`src/rtl/booth_pkg.sv`:
```
`default_nettype none
// ---------------------------------------------------------------------------
// booth_pkg : shared FSM states, default width and round-robin grant helper
// Rev 1.0
// ---------------------------------------------------------------------------
package booth_pkg;

  typedef enum logic [1:0] {
    ST_IDLE = 2'd0,
    ST_CALC = 2'd1,
    ST_DONE = 2'd2
  } state_e;

  localparam int DEFAULT_WIDTH = 4;
  localparam int MAX_REQ       = 8;
  localparam int MAX_REQ_W     = 3;

  // One-hot grant of the first set request at or above ptr, wrapping at n.
  function automatic logic [MAX_REQ-1:0] rr_grant(input logic [MAX_REQ-1:0] req,
                                                  input int ptr,
                                                  input int n);
    logic [MAX_REQ-1:0] g;
    logic               found;
    int                 idx;
    g     = '0;
    found = 1'b0;
    for (int i = 0; i < MAX_REQ; i++) begin
      if (i < n && !found) begin
        idx = (ptr + i) % n;
        if (req[idx[MAX_REQ_W-1:0]]) begin
          g[idx[MAX_REQ_W-1:0]] = 1'b1;
          found                 = 1'b1;
        end
      end
    end
    return g;
  endfunction

endpackage
`default_nettype wire

```
`src/rtl/booth_seq_core.sv`:
```
`default_nettype none
// ---------------------------------------------------------------------------
// booth_seq_core : radix-2 Booth iteration datapath, one iteration per clock
// Rev 1.0
// ---------------------------------------------------------------------------
module booth_seq_core
  import booth_pkg::*;
#(
  parameter int WIDTH = DEFAULT_WIDTH
) (
  input  logic                 clk,
  input  logic                 rst_n,
  input  logic                 start,
  input  logic [WIDTH-1:0]     a,
  input  logic [WIDTH-1:0]     b,
  output logic                 done,
  output logic [2*WIDTH-1:0]   product
);

  localparam int CW = $clog2(WIDTH + 1);

  logic [WIDTH:0]   a_q, a_d;
  logic [WIDTH:0]   acc_q, acc_d;
  logic [WIDTH-1:0] q_q, q_d;
  logic             q1_q, q1_d;
  logic [CW-1:0]    cnt_q, cnt_d;
  logic             run_q, run_d;
  logic [WIDTH:0]   sum;

  always_comb begin
    a_d   = a_q;
    acc_d = acc_q;
    q_d   = q_q;
    q1_d  = q1_q;
    cnt_d = cnt_q;
    run_d = run_q;
    sum   = acc_q;
    if (start) begin
      // Multiplicand kept one bit wider so subtracting -2^(WIDTH-1) cannot overflow.
      a_d   = {a[WIDTH-1], a};
      acc_d = '0;
      q_d   = b;
      q1_d  = 1'b0;
      cnt_d = CW'(WIDTH);
      run_d = 1'b1;
    end else if (run_q) begin
      case ({q_q[0], q1_q})
        2'b01:   sum = acc_q + a_q;
        2'b10:   sum = acc_q - a_q;
        default: sum = acc_q;
      endcase
      acc_d = {sum[WIDTH], sum[WIDTH:1]};
      q_d   = {sum[0], q_q[WIDTH-1:1]};
      q1_d  = q_q[0];
      cnt_d = cnt_q - CW'(1);
      run_d = (cnt_q != CW'(1));
    end
  end

  always_ff @(posedge clk or negedge rst_n) begin
    if (!rst_n) begin
      a_q   <= '0;
      acc_q <= '0;
      q_q   <= '0;
      q1_q  <= 1'b0;
      cnt_q <= '0;
      run_q <= 1'b0;
    end else begin
      a_q   <= a_d;
      acc_q <= acc_d;
      q_q   <= q_d;
      q1_q  <= q1_d;
      cnt_q <= cnt_d;
      run_q <= run_d;
    end
  end

  assign done    = run_q && (cnt_q == CW'(1));
  assign product = {acc_q[WIDTH-1:0], q_q};

endmodule
`default_nettype wire

```
`src/rtl/booth_mul_arbiter.sv`:
```
`default_nettype none
// ---------------------------------------------------------------------------
// booth_mul_arbiter : round-robin sharing of one sequential Booth multiplier
// Rev 1.0
// ---------------------------------------------------------------------------
module booth_mul_arbiter
  import booth_pkg::*;
#(
  parameter int NUM_REQ = 4,
  parameter int WIDTH   = DEFAULT_WIDTH,
  parameter int ID_W    = $clog2(NUM_REQ)
) (
  input  logic                       clk,
  input  logic                       rst_n,
  input  logic [NUM_REQ-1:0]         req_valid,
  output logic [NUM_REQ-1:0]         req_ready,
  input  logic [NUM_REQ*WIDTH-1:0]   req_a,
  input  logic [NUM_REQ*WIDTH-1:0]   req_b,
  output logic                       rsp_valid,
  input  logic                       rsp_ready,
  output logic [2*WIDTH-1:0]         rsp_product,
  output logic [ID_W-1:0]            rsp_id,
  output logic                       busy
);

  state_e             state_q, state_d;
  logic [ID_W-1:0]    ptr_q, ptr_d;
  logic [ID_W-1:0]    id_q, id_d;
  logic [MAX_REQ-1:0] req_ext;
  logic [MAX_REQ-1:0] grant_ext;
  logic [ID_W-1:0]    sel;
  logic               accept;
  logic               core_done;
  logic [WIDTH-1:0]   a_sel;
  logic [WIDTH-1:0]   b_sel;

  assign req_ext   = MAX_REQ'(req_valid);
  assign grant_ext = rr_grant(req_ext, int'(ptr_q), NUM_REQ);
  assign accept    = (state_q == ST_IDLE) && (|grant_ext);
  assign req_ready = (state_q == ST_IDLE) ? grant_ext[NUM_REQ-1:0] : '0;

  always_comb begin
    sel = '0;
    for (int i = 0; i < NUM_REQ; i++) begin
      if (grant_ext[i]) sel = ID_W'(i);
    end
  end

  assign a_sel = req_a[int'(sel)*WIDTH +: WIDTH];
  assign b_sel = req_b[int'(sel)*WIDTH +: WIDTH];

  always_comb begin
    state_d = state_q;
    ptr_d   = ptr_q;
    id_d    = id_q;
    case (state_q)
      ST_IDLE: begin
        if (accept) begin
          id_d    = sel;
          ptr_d   = (sel == ID_W'(NUM_REQ - 1)) ? '0 : sel + ID_W'(1);
          state_d = ST_CALC;
        end
      end
      ST_CALC: if (core_done) state_d = ST_DONE;
      ST_DONE: if (rsp_ready) state_d = ST_IDLE;
      default: state_d = ST_IDLE;
    endcase
  end

  always_ff @(posedge clk or negedge rst_n) begin
    if (!rst_n) begin
      state_q <= ST_IDLE;
      ptr_q   <= '0;
      id_q    <= '0;
    end else begin
      state_q <= state_d;
      ptr_q   <= ptr_d;
      id_q    <= id_d;
    end
  end

  booth_seq_core #(
    .WIDTH (WIDTH)
  ) u_core (
    .clk     (clk),
    .rst_n   (rst_n),
    .start   (accept),
    .a       (a_sel),
    .b       (b_sel),
    .done    (core_done),
    .product (rsp_product)
  );

  assign rsp_valid = (state_q == ST_DONE);
  assign rsp_id    = id_q;
  assign busy      = (state_q != ST_IDLE);

endmodule
`default_nettype wire

```
`config.mk`:
```
export PLATFORM = sky130hd
export DESIGN_NAME = booth_mul_arbiter
export DESIGN_NICKNAME = d
export VERILOG_FILES = /design/src/rtl/booth_pkg.sv /design/src/rtl/booth_seq_core.sv /design/src/rtl/booth_mul_arbiter.sv
export SDC_FILE = /design/constraint.sdc
export NUM_CORES = 1
export LEC_CHECK = 0
export ABC_CLOCK_PERIOD_IN_PS = 4130
export CORE_MARGIN = 5
export CORE_UTILIZATION = 49
export CTS_CLUSTER_DIAMETER = 80
export DETAILED_ROUTE_END_ITERATION = 8
export PLACE_DENSITY = 0.81
export SLEW_MARGIN = 25
export SYNTH_ARGS = -nofsm -noshare
export SYNTH_HDL_FRONTEND = slang
export SYNTH_HIERARCHICAL = 1
export SYNTH_SLANG_ARGS = --single-unit
```
`constraint.sdc`:
```
create_clock -name clk -period 4.13 [get_ports clk]
set_clock_uncertainty 0.2 [all_clocks]
set_input_delay 0.826 -clock clk [delete_from_list [all_inputs] [get_ports clk]]
set_output_delay 0.826 -clock clk [all_outputs]
set_load 0.03 [all_outputs]
```
# Word-level counts from Yosys, hierarchy flattened
# Index checks and enable logic that the tools add are counted.
[totals]
wordCells = 105
latchBits = 0
out_inout_bits = 16
memories = 0
reg_bits = 24
mem_bits_ro = 0
ram_bits = 0
[op_classes]
muxes = 48
addsub = 7
shifts = 2
bitwise = 6
mul = 0
magnitude_cmp = 8
n_reduce_logical = 15
eq_ne = 10
div_mod_pow = 0
[op_table]
columns = ["operator", "count"]
rows = [
  ["8-bit 2-to-1 mux", 6],
  ["16-bit by 5-bit variable part select with 4-bit output", 2],
  ["1-bit 2-to-1 mux", 18],
  ["4-bit 2-to-1 mux", 4],
  ["8-bit OR", 2],
  ["3-bit by 4-bit < comparator with 1-bit output, second input constant", 3],
  ["2-bit 2-to-1 mux", 6],
  ["5-bit 2-to-1 mux", 2],
  ["5-bit one-hot mux with 2 select lines", 1],
  ["1-bit binary-select mux with 3-bit select", 3],
  ["1-bit demux with 3-bit select", 3],
  ["3-bit by 1-bit >= comparator with 1-bit output, second input constant", 3],
  ["4-bit by 8-bit OR with 8-bit output", 1],
  ["8-bit OR reduction", 1],
  ["2-bit equality test, second input constant", 3],
  ["1-bit logical AND", 6],
  ["3-bit 2-to-1 mux", 2],
  ["2-bit one-hot mux with 3 select lines", 1],
  ["2-bit OR reduction", 3],
  ["5-bit adder", 1],
  ["5-bit subtractor", 1],
  ["2-bit by 1-bit adder with 2-bit output, second input constant", 2],
  ["2-bit adder, second input constant", 2],
  ["2-bit by 1-bit equality test with 1-bit output, second input constant", 2],
  ["14 further kinds", 18],
]

# Longest topological paths before layout
# Gate-level depths: netlist of run 1.
[logic_depth]
depth_word = 21
mapped_depth = 11

# By module
# The synthesis of run 1 kept the hierarchy.
[by_module_without_submodules]
columns = ["mod", "cells_each", "area_per_inst_um2", "instances"]
rows = [
  ["booth_seq_core", 117, 1074.8, 1],
  ["booth_mul_arbiter", 113, 949.7, 1],
]

# Worst setup path after synthesis of run 1
# No wires, ideal clock.
[synth_timing]
path_type = "input -> output"
from = "input req_valid[3]"
to = "output req_ready[3]"
path_stages = 7
t_arrival_ns = 2.690
path_slack_ns = 0.414
t_required_ns = 3.104
path_buffers = 2
path_cell_list = "mux4_2 > buf_2 > or2_4 > nor3_1 > a221oi_2 > clkbuf_1 > nor2_1"
[synth_between]
elab_chain_len = 13
word_cells_on_any_way = 24
classes_between = "mux (21); bitwise (3)"
[synth_rtl]
columns = ["element", "line_no", "source"]
rows = [
  ["start: declaration", "booth_mul_arbiter.sv:15", "input logic [NUM_REQ-1:0] req_valid,"],
  ["1-bit binary-select mux with 2-bit select", "booth_pkg.sv:30", "if (req[idx[MAX_REQ_W-1:0]]) begin"],
  ["1-bit 2-to-1 mux (implied by the code)", "booth_pkg.sv:30", ""],
  ["4-bit 2-to-1 mux", "booth_pkg.sv:30", ""],
  ["4-bit by 8-bit OR with 8-bit output (no source line)", "--", ""],
  ["8-bit 2-to-1 mux", "booth_pkg.sv:30", ""],
  ["8-bit 2-to-1 mux", "booth_pkg.sv:28", "if (i < n && !found) begin"],
  ["8-bit OR (no source line)", "--", ""],
  ["8-bit 2-to-1 mux", "booth_pkg.sv:30", ""],
  ["8-bit 2-to-1 mux", "booth_pkg.sv:28", ""],
  ["8-bit OR (no source line)", "--", ""],
  ["8-bit 2-to-1 mux", "booth_pkg.sv:30", ""],
  ["8-bit 2-to-1 mux *", "booth_pkg.sv:28", ""],
  ["4-bit 2-to-1 mux *", "booth_mul_arbiter.sv:40", "assign req_ready = (state_q == ST_IDLE) ? grant_ext[NUM_REQ-1:0] : '0;"],
  ["end: declaration", "booth_mul_arbiter.sv:16", "output logic [NUM_REQ-1:0] req_ready,"],
]
# Mark *: on every way between the ends. The rest lies on a longest branch, timed or not. The select of a mux whose other input is x is not followed.

# Worst setup path in the final report of run 1
[layout_timing]
from = "input req_valid[1]"
to = "output req_ready[1]"
# The elaborated chain is that of the path after synthesis.

==> results of run 1 <==
-- area by class of cell --
class	instances	area, um2
multi-input cells	182	1370
fillers	336	1303
repair buffers	62	591.8
flip-flops and latches	23	575.6
well taps	50	62.56
inverters	13	48.80
clock buffers	3	41.29
clock inverters	1	7.507
-- final timing paths --
path                               from              end  slack (ns)  depth (start not counted)
max                        req_valid[1]     req_ready[1]        0.11                          8
min                           rsp_id[1]        rsp_id[1]        0.29                          1
max reg2reg                    ptr_q[0]  u_core/acc_q[3]        0.81                         11
min reg2reg                   rsp_id[1]        rsp_id[1]        0.29                          1
max in group asynchronous         rst_n  u_core/acc_q[3]        3.06                          1
min in group asynchronous         rst_n  u_core/cnt_q[1]        0.32                          1
-- routing by layer --
layer  GRT usage [%]  vias up
met5               0        -
met4           6.522        0
met3           3.514        4
met2           34.15       57
met1           23.74      890
li1                -      943
-- power by group through the flow --
stage,registers (W),logic (W),clock network (W)
2_1_floorplan,0.000532,0.00140,0
3_3_place_gp,0.000462,0.00190,0
3_5_place_dp,0.000464,0.00196,0
4_1_cts,0.000460,0.00196,0.000151
5_1_grt,0.000480,0.00224,0.000159
6_report,0.000460,0.00200,0.000145
-- registers in the layout (all words and copies together) (netlist names) --
name	count
ptr_q	2
u_core/acc_q	4
u_core/q1_q	1
u_core/cnt_q	3
u_core/q_q	4
state_q	2
u_core/run_q	1
rsp_id	2
u_core/a_q	4
-- worst max-delay path, delay by kind of cell --
family                 cells  cell delay, ns
and+or+nand+nor            2            0.37
muxes                      1            0.56
AOI/OAI and AO/OA          2            0.43
buffers and inverters      3            0.81
-- cell families (layout without fill, tap and decap cells) --
group / count (synthesis) / after routing
XOR/XNOR: 4 / 4
multiplexers: 16 / 16
adder cells (fa/ha/maj): 17 / 17
AND/OR/NAND/NOR: 77 / 77
buffers and inverters: 25 / 79
AO/OA/AOI/OAI: 68 / 68
flip-flops: 23 / 23
-- cells in the final DEF (no fill, tap or decap), types with 6 or more instances in the layout --
cell type	n
a21oi_1	10
buf_4	10
a22o_1	9
o21a_1	8
mux2i_1	6
nand2_1	17
ha_1	16
nor2_1	20
nand3_1	17
inv_1	13
o21ai_0	18
dfrtp_1	23
mux2_2	6
clkdlybuf4s50_1	49
-- stage by stage --
step	area, um2	utilization, %
floorplan	2024	-
global placement	2631	65.78
detailed placement	2631	65.78
CTS	2679	66.97
global route	2698	67.44
finish	2698	67.44
-- timing repair --
action                     in CTS  in global routing
gates resized for setup         1                  4
setup endpoints to repair       1                  3
pin swaps                       0                  0
==> impl_metrics.yaml, run 1 <==
status:
  status: "finished clean"
logic_synthesis:
  synthXorXnorAreaFrac_pct: 1.731
  synth_ff_type: "dfrtp_1"
  synth.largest_area_cell: "dfrtp_1"
  synth_top_family_by_area: "compound AO/OA/AOI/OAI gates"
  yosysTopAreaCellShare_pct: 28.43
  syn_area_um2: 2024
  synth_edf_count: 0
  synth_common_cells: "dfrtp_1, nor2_1, o21ai_0"
  syn_nets: 286
  syn_avg_cell_area_um2: 8.802
  synth_compound_area_share_pct: 24.66
  synth_mux_area_share_pct: 10.75
  ys_types: 49
  synth-simple-area-share_pct: 18.60
  synth_cells: 230
  synth_seq_cells: 23
  yosysWarnings: 6
  yosysMostFrequentCell: "dfrtp_1"
  async_flop_share_pct: 100.0
  seq_area_frac_synth_pct: 28.43
  synth_area_leaders: "dfrtp_1, ha_1, o21ai_0"
  synth_adder_area_share_pct: 10.88
power_and_ir_drop:
  swShare_pct: 48.79
  p_int_w: 0.001333
  pwr-share-comb_pct: 76.7
  leakage_nw: 1.193
  power_frac_clock_pct: 5.6
  power_frac_seq_pct: 17.7
  power.total_w: 0.002602
  ir_drop_v: 0.0005600
  power.switching_w: 0.001269
  p_per_area_nw_per_um2: 964.5
drt:
  wl_met2_mm: 2.396
  vias: 1894
  wl_mm: 4.914
  route.met3.wl_um: 329
  dr.pass1.iters: 4
  wl_met1_mm: 2.118
  drc: 0
  routed_via_density: 5.671
  drt_iter0_drc: 141
  routed.top_layer: "met4"
  ant_nets: 0
  wl_per_cell_um: 14.71
setup_path:
  max_stage_delay_ns: 0.56
  cp-end-kind: "primary output"
  crit_top_cell: "buf_4"
  cp_data_required_time_ns: 3.10
  crit_arrival_ns: 2.99
  path_max_fanout: 9
  cp_slowest_cell: "mux4_2"
  critPathLaunchType: "input pin"
  worstPathCellList: "clkdlybuf4s50_1 > mux4_2 > buf_4 > a21oi_1 > a211oi_4 > nor2_2 > nor2_1 > buf_4"
  crit_type: "in2out"
timing:
  tightest_slew_ns: 0.7267
  timing.hold.ws_ns: 0.2939
  slew_headroom_pct: 51.55
  slew_viol_final: 0
  fmax_mhz: 248.8
  period_share_pct: 97.32
  setup_slack_ns: 0.1109
  setup_tns_ns: 0
  setup_viol: 0
  fin_crit_ns: 4.019
  finalHoldViolCount: 0
clock_tree:
  clockBufferDepth: 2
  htreeDepth: 1
  clock_sinks: 23
  post-cts-setup-buffer-count: 0
  clk_latency_ns: 0.27
  cts_root_buf: "clkbuf_8"
  cts_tree: "built"
  clk_pin_slew_ns: 0.09
  holdBufCountCts: 0
  cts_buffers: 3
placed_design:
  place_ws_ns: -0.03224
  dp_hpwl_mm: 3.910
  dp_cells: 330
  gp_congestion: 0.9210
  io_buffers: 54
global_routing:
  grtUsageTotal_pct: 19.34
  grt_max_degree: 24
  grt_overflow: 0
  grt_pass1_vias: 1827
  antenna_found_initial: 0
  grt_pass1_wl_mm: 8.376
finish:
  final_nets: 341
  layout.cells.non_filler: 334
  final_layout_size_suffix_gt1_share_pct: 12.32
  antennaDiodeCount: 0
  area_growth_pct: 33.25
job:
  maxCapViolations: 0
die:
  start_util_pct: 50.61
  ioPinCount: 55
  rows: 23
  dieHeight_um: 74.28
  core_um2: 4000
  dieWidth_um: 74.28
  dieArea_um2: 5517
hold_path:
  worst_hold_path_type: "reg2reg"
(Power assumes the default switching activity.)
==> inputs of run 2 (changes only) <==
CTS_CLUSTER_DIAMETER = 200   (was 80)
==> results of run 2 <==
Same layout as run 1: the final DEF is identical, and so are final timing and power.
==> inputs of run 3 (changes only) <==
ABC_CLOCK_PERIOD_IN_PS = 4600   (was 4130)
clock period = 4.6 ns   (was 4.13 ns; I/O delays follow)
==> impl_metrics.yaml, run 3 (synthesized netlist as in run 1, its figures left out) <==
clock_tree:
  clk_pin_slew_ns: 0.08
  clk_latency_ns: 0.27
  cts_buffers: 3
  postCtsResizedCells: 0
  htreeDepth: 1
  post-cts-setup-buffer-count: 0
  holdBufCountCts: 0
  cts_tree: "built"
  cts_root_buf: "clkbuf_8"
  clockBufferDepth: 2
  clock_sinks: 23
global_routing:
  grt_pass1_wl_mm: 8.121
  grt_pass1_vias: 1876
  grtUsageTotal_pct: 18.40
  grt_max_degree: 26
  grt_overflow: 0
  antenna_found_initial: 0
timing:
  tightest_slew_ns: 0.6430
  slew_viol_final: 0
  period_share_pct: 96.46
  setup_viol: 0
  fin_crit_ns: 4.437
  slew_headroom_pct: 57.13
  fmax_mhz: 225.4
  setup_slack_ns: 0.1626
  rsz0062_at_grt: "no"
  finalHoldViolCount: 0
  setup_tns_ns: 0
setup_path:
  crit_arrival_ns: 3.32
  r2r_start: "ptr_q[0]"
  reg2regPathDepth: 11
  worstPathCellList: "clkdlybuf4s50_1 > mux4_2 > or2_4 > nor3_1 > a221oi_2 > nor2_1 > clkdlybuf4s50_1"
  crit_type: "in2out"
  cp-end-kind: "primary output"
  rr_endpoint: "u_core/acc_q[3]"
  max_stage_delay_ns: 0.67
  critPathLaunchType: "input pin"
  cp_slowest_cell: "clkdlybuf4s50_1"
  ff2ff_setup_slack_ns: 1.08
  cp_data_required_time_ns: 3.48
  path_max_fanout: 4
  crit_top_cell: "clkdlybuf4s50_1"
finish:
  layout_commonest_cell: "clkdlybuf4s50_1"
  antennaDiodeCount: 0
  largest_registers: "u_core/a_q: 4 flops, u_core/acc_q: 4 flops, u_core/q_q: 4 flops"
  register_area_um2: 575.6
  final_layout_size_suffix_gt1_share_pct: 10.32
  num-fill-cells: 349
  area_growth_pct: 30.96
  final_nets: 338
  multiInputGateArea_um2: 1349
  final_cell_mix: "clkdlybuf4s50_1, dfrtp_1, nor2_1"
  final_area_um2: 2651
power_and_ir_drop:
  leakage_nw: 1.148
  power.total_w: 0.002251
  p_per_area_nw_per_um2: 849.0
  ir_drop_v: 0.0005065
die:
  dieWidth_um: 74.28
  dieArea_um2: 5517
  start_util_pct: 50.61
  rows: 23
  ioPinCount: 55
  core_um2: 4000
  dieHeight_um: 74.28
placed_design:
  gp_congestion: 0.8642
  dp_hpwl_mm: 3.624
  place_ws_ns: 0.1629
  io_buffers: 54
  placed_cell_area_um2: 2611
drt:
  wl_per_cell_um: 13.65
  routed_via_density: 5.529
  drt_iter0_drc: 115
  vias: 1830
  ant_nets: 0
  wl_mm: 4.517
  drc: 0
  dr.pass1.iters: 7
hold_path:
  hold_path_end: "rsp_id[1]"
  hp-start: "rsp_id[1]"
  hold_depth: 1
  worst_hold_path_type: "reg2reg"
status:
  status: "finished clean"
job:
  maxCapViolations: 0
==> run 3: through the flow <==
step | util, % | std cells | hold WS (ns)
floorplan | - | 230 | 0.2862
global placement | 65.28 | 327 | 0.2677
detailed placement | 65.28 | 327 | 0.2724
CTS | 66.41 | 331 | 0.2904
global route | 66.28 | 331 | 0.3176
finish | 66.28 | 331 | 0.2875
==> run 3: area by class of cell <==
| cell class | instances | area share, % |
|---|---|---|
| tap | 50 | 2.360 |
| timing repair buffer | 59 | 21.52 |
| clock buffer | 4 | 1.699 |
| multi-input combinational | 182 | 50.87 |
| sequential | 23 | 21.71 |
| inverter | 13 | 1.840 |
==> run 3: worst max-delay path by stage <==
stage	from	to	slack [ns]	depth (start not counted)
global route	req_valid[2]	req_ready[3]	0.06	7
finish	req_valid[2]	req_ready[3]	0.16	7
detailed placement	req_valid[2]	req_ready[3]	0.16	7
global placement	req_valid[2]	req_ready[3]	0.20	7
CTS	req_valid[2]	req_ready[3]	0.16	7
floorplan	req_valid[3]	req_ready[3]	0.70	7
==> run 3: layer usage <==
layer  wire length [um]  share of wire (%)  global-route usage [%]  up-vias
li1                   -                  -                       -      940
met1               2041                 45                   22.79      838
met2               2140                 47                   32.78       48
met3                272                6.0                   2.838        4
met4                 62                1.4                   5.929        0
met5                  0                  0                       0        -
==> run 3: critical path: cells and delay by family <==
kind / cells / cell delay [ns]
AOI/OAI and AO/OA: 1 / 0.07
buffers and inverters: 2 / 1.12
and+or+nand+nor: 3 / 0.70
muxes: 1 / 0.51
==> run 3: report_power, final <==
part / internal, W / switching [W]
Combinational: 0.000794 / 0.000896
Sequential: 0.000308 / 0.000126
Clock: 0.0000619 / 0.0000652
Total: 0.00116 / 0.00109
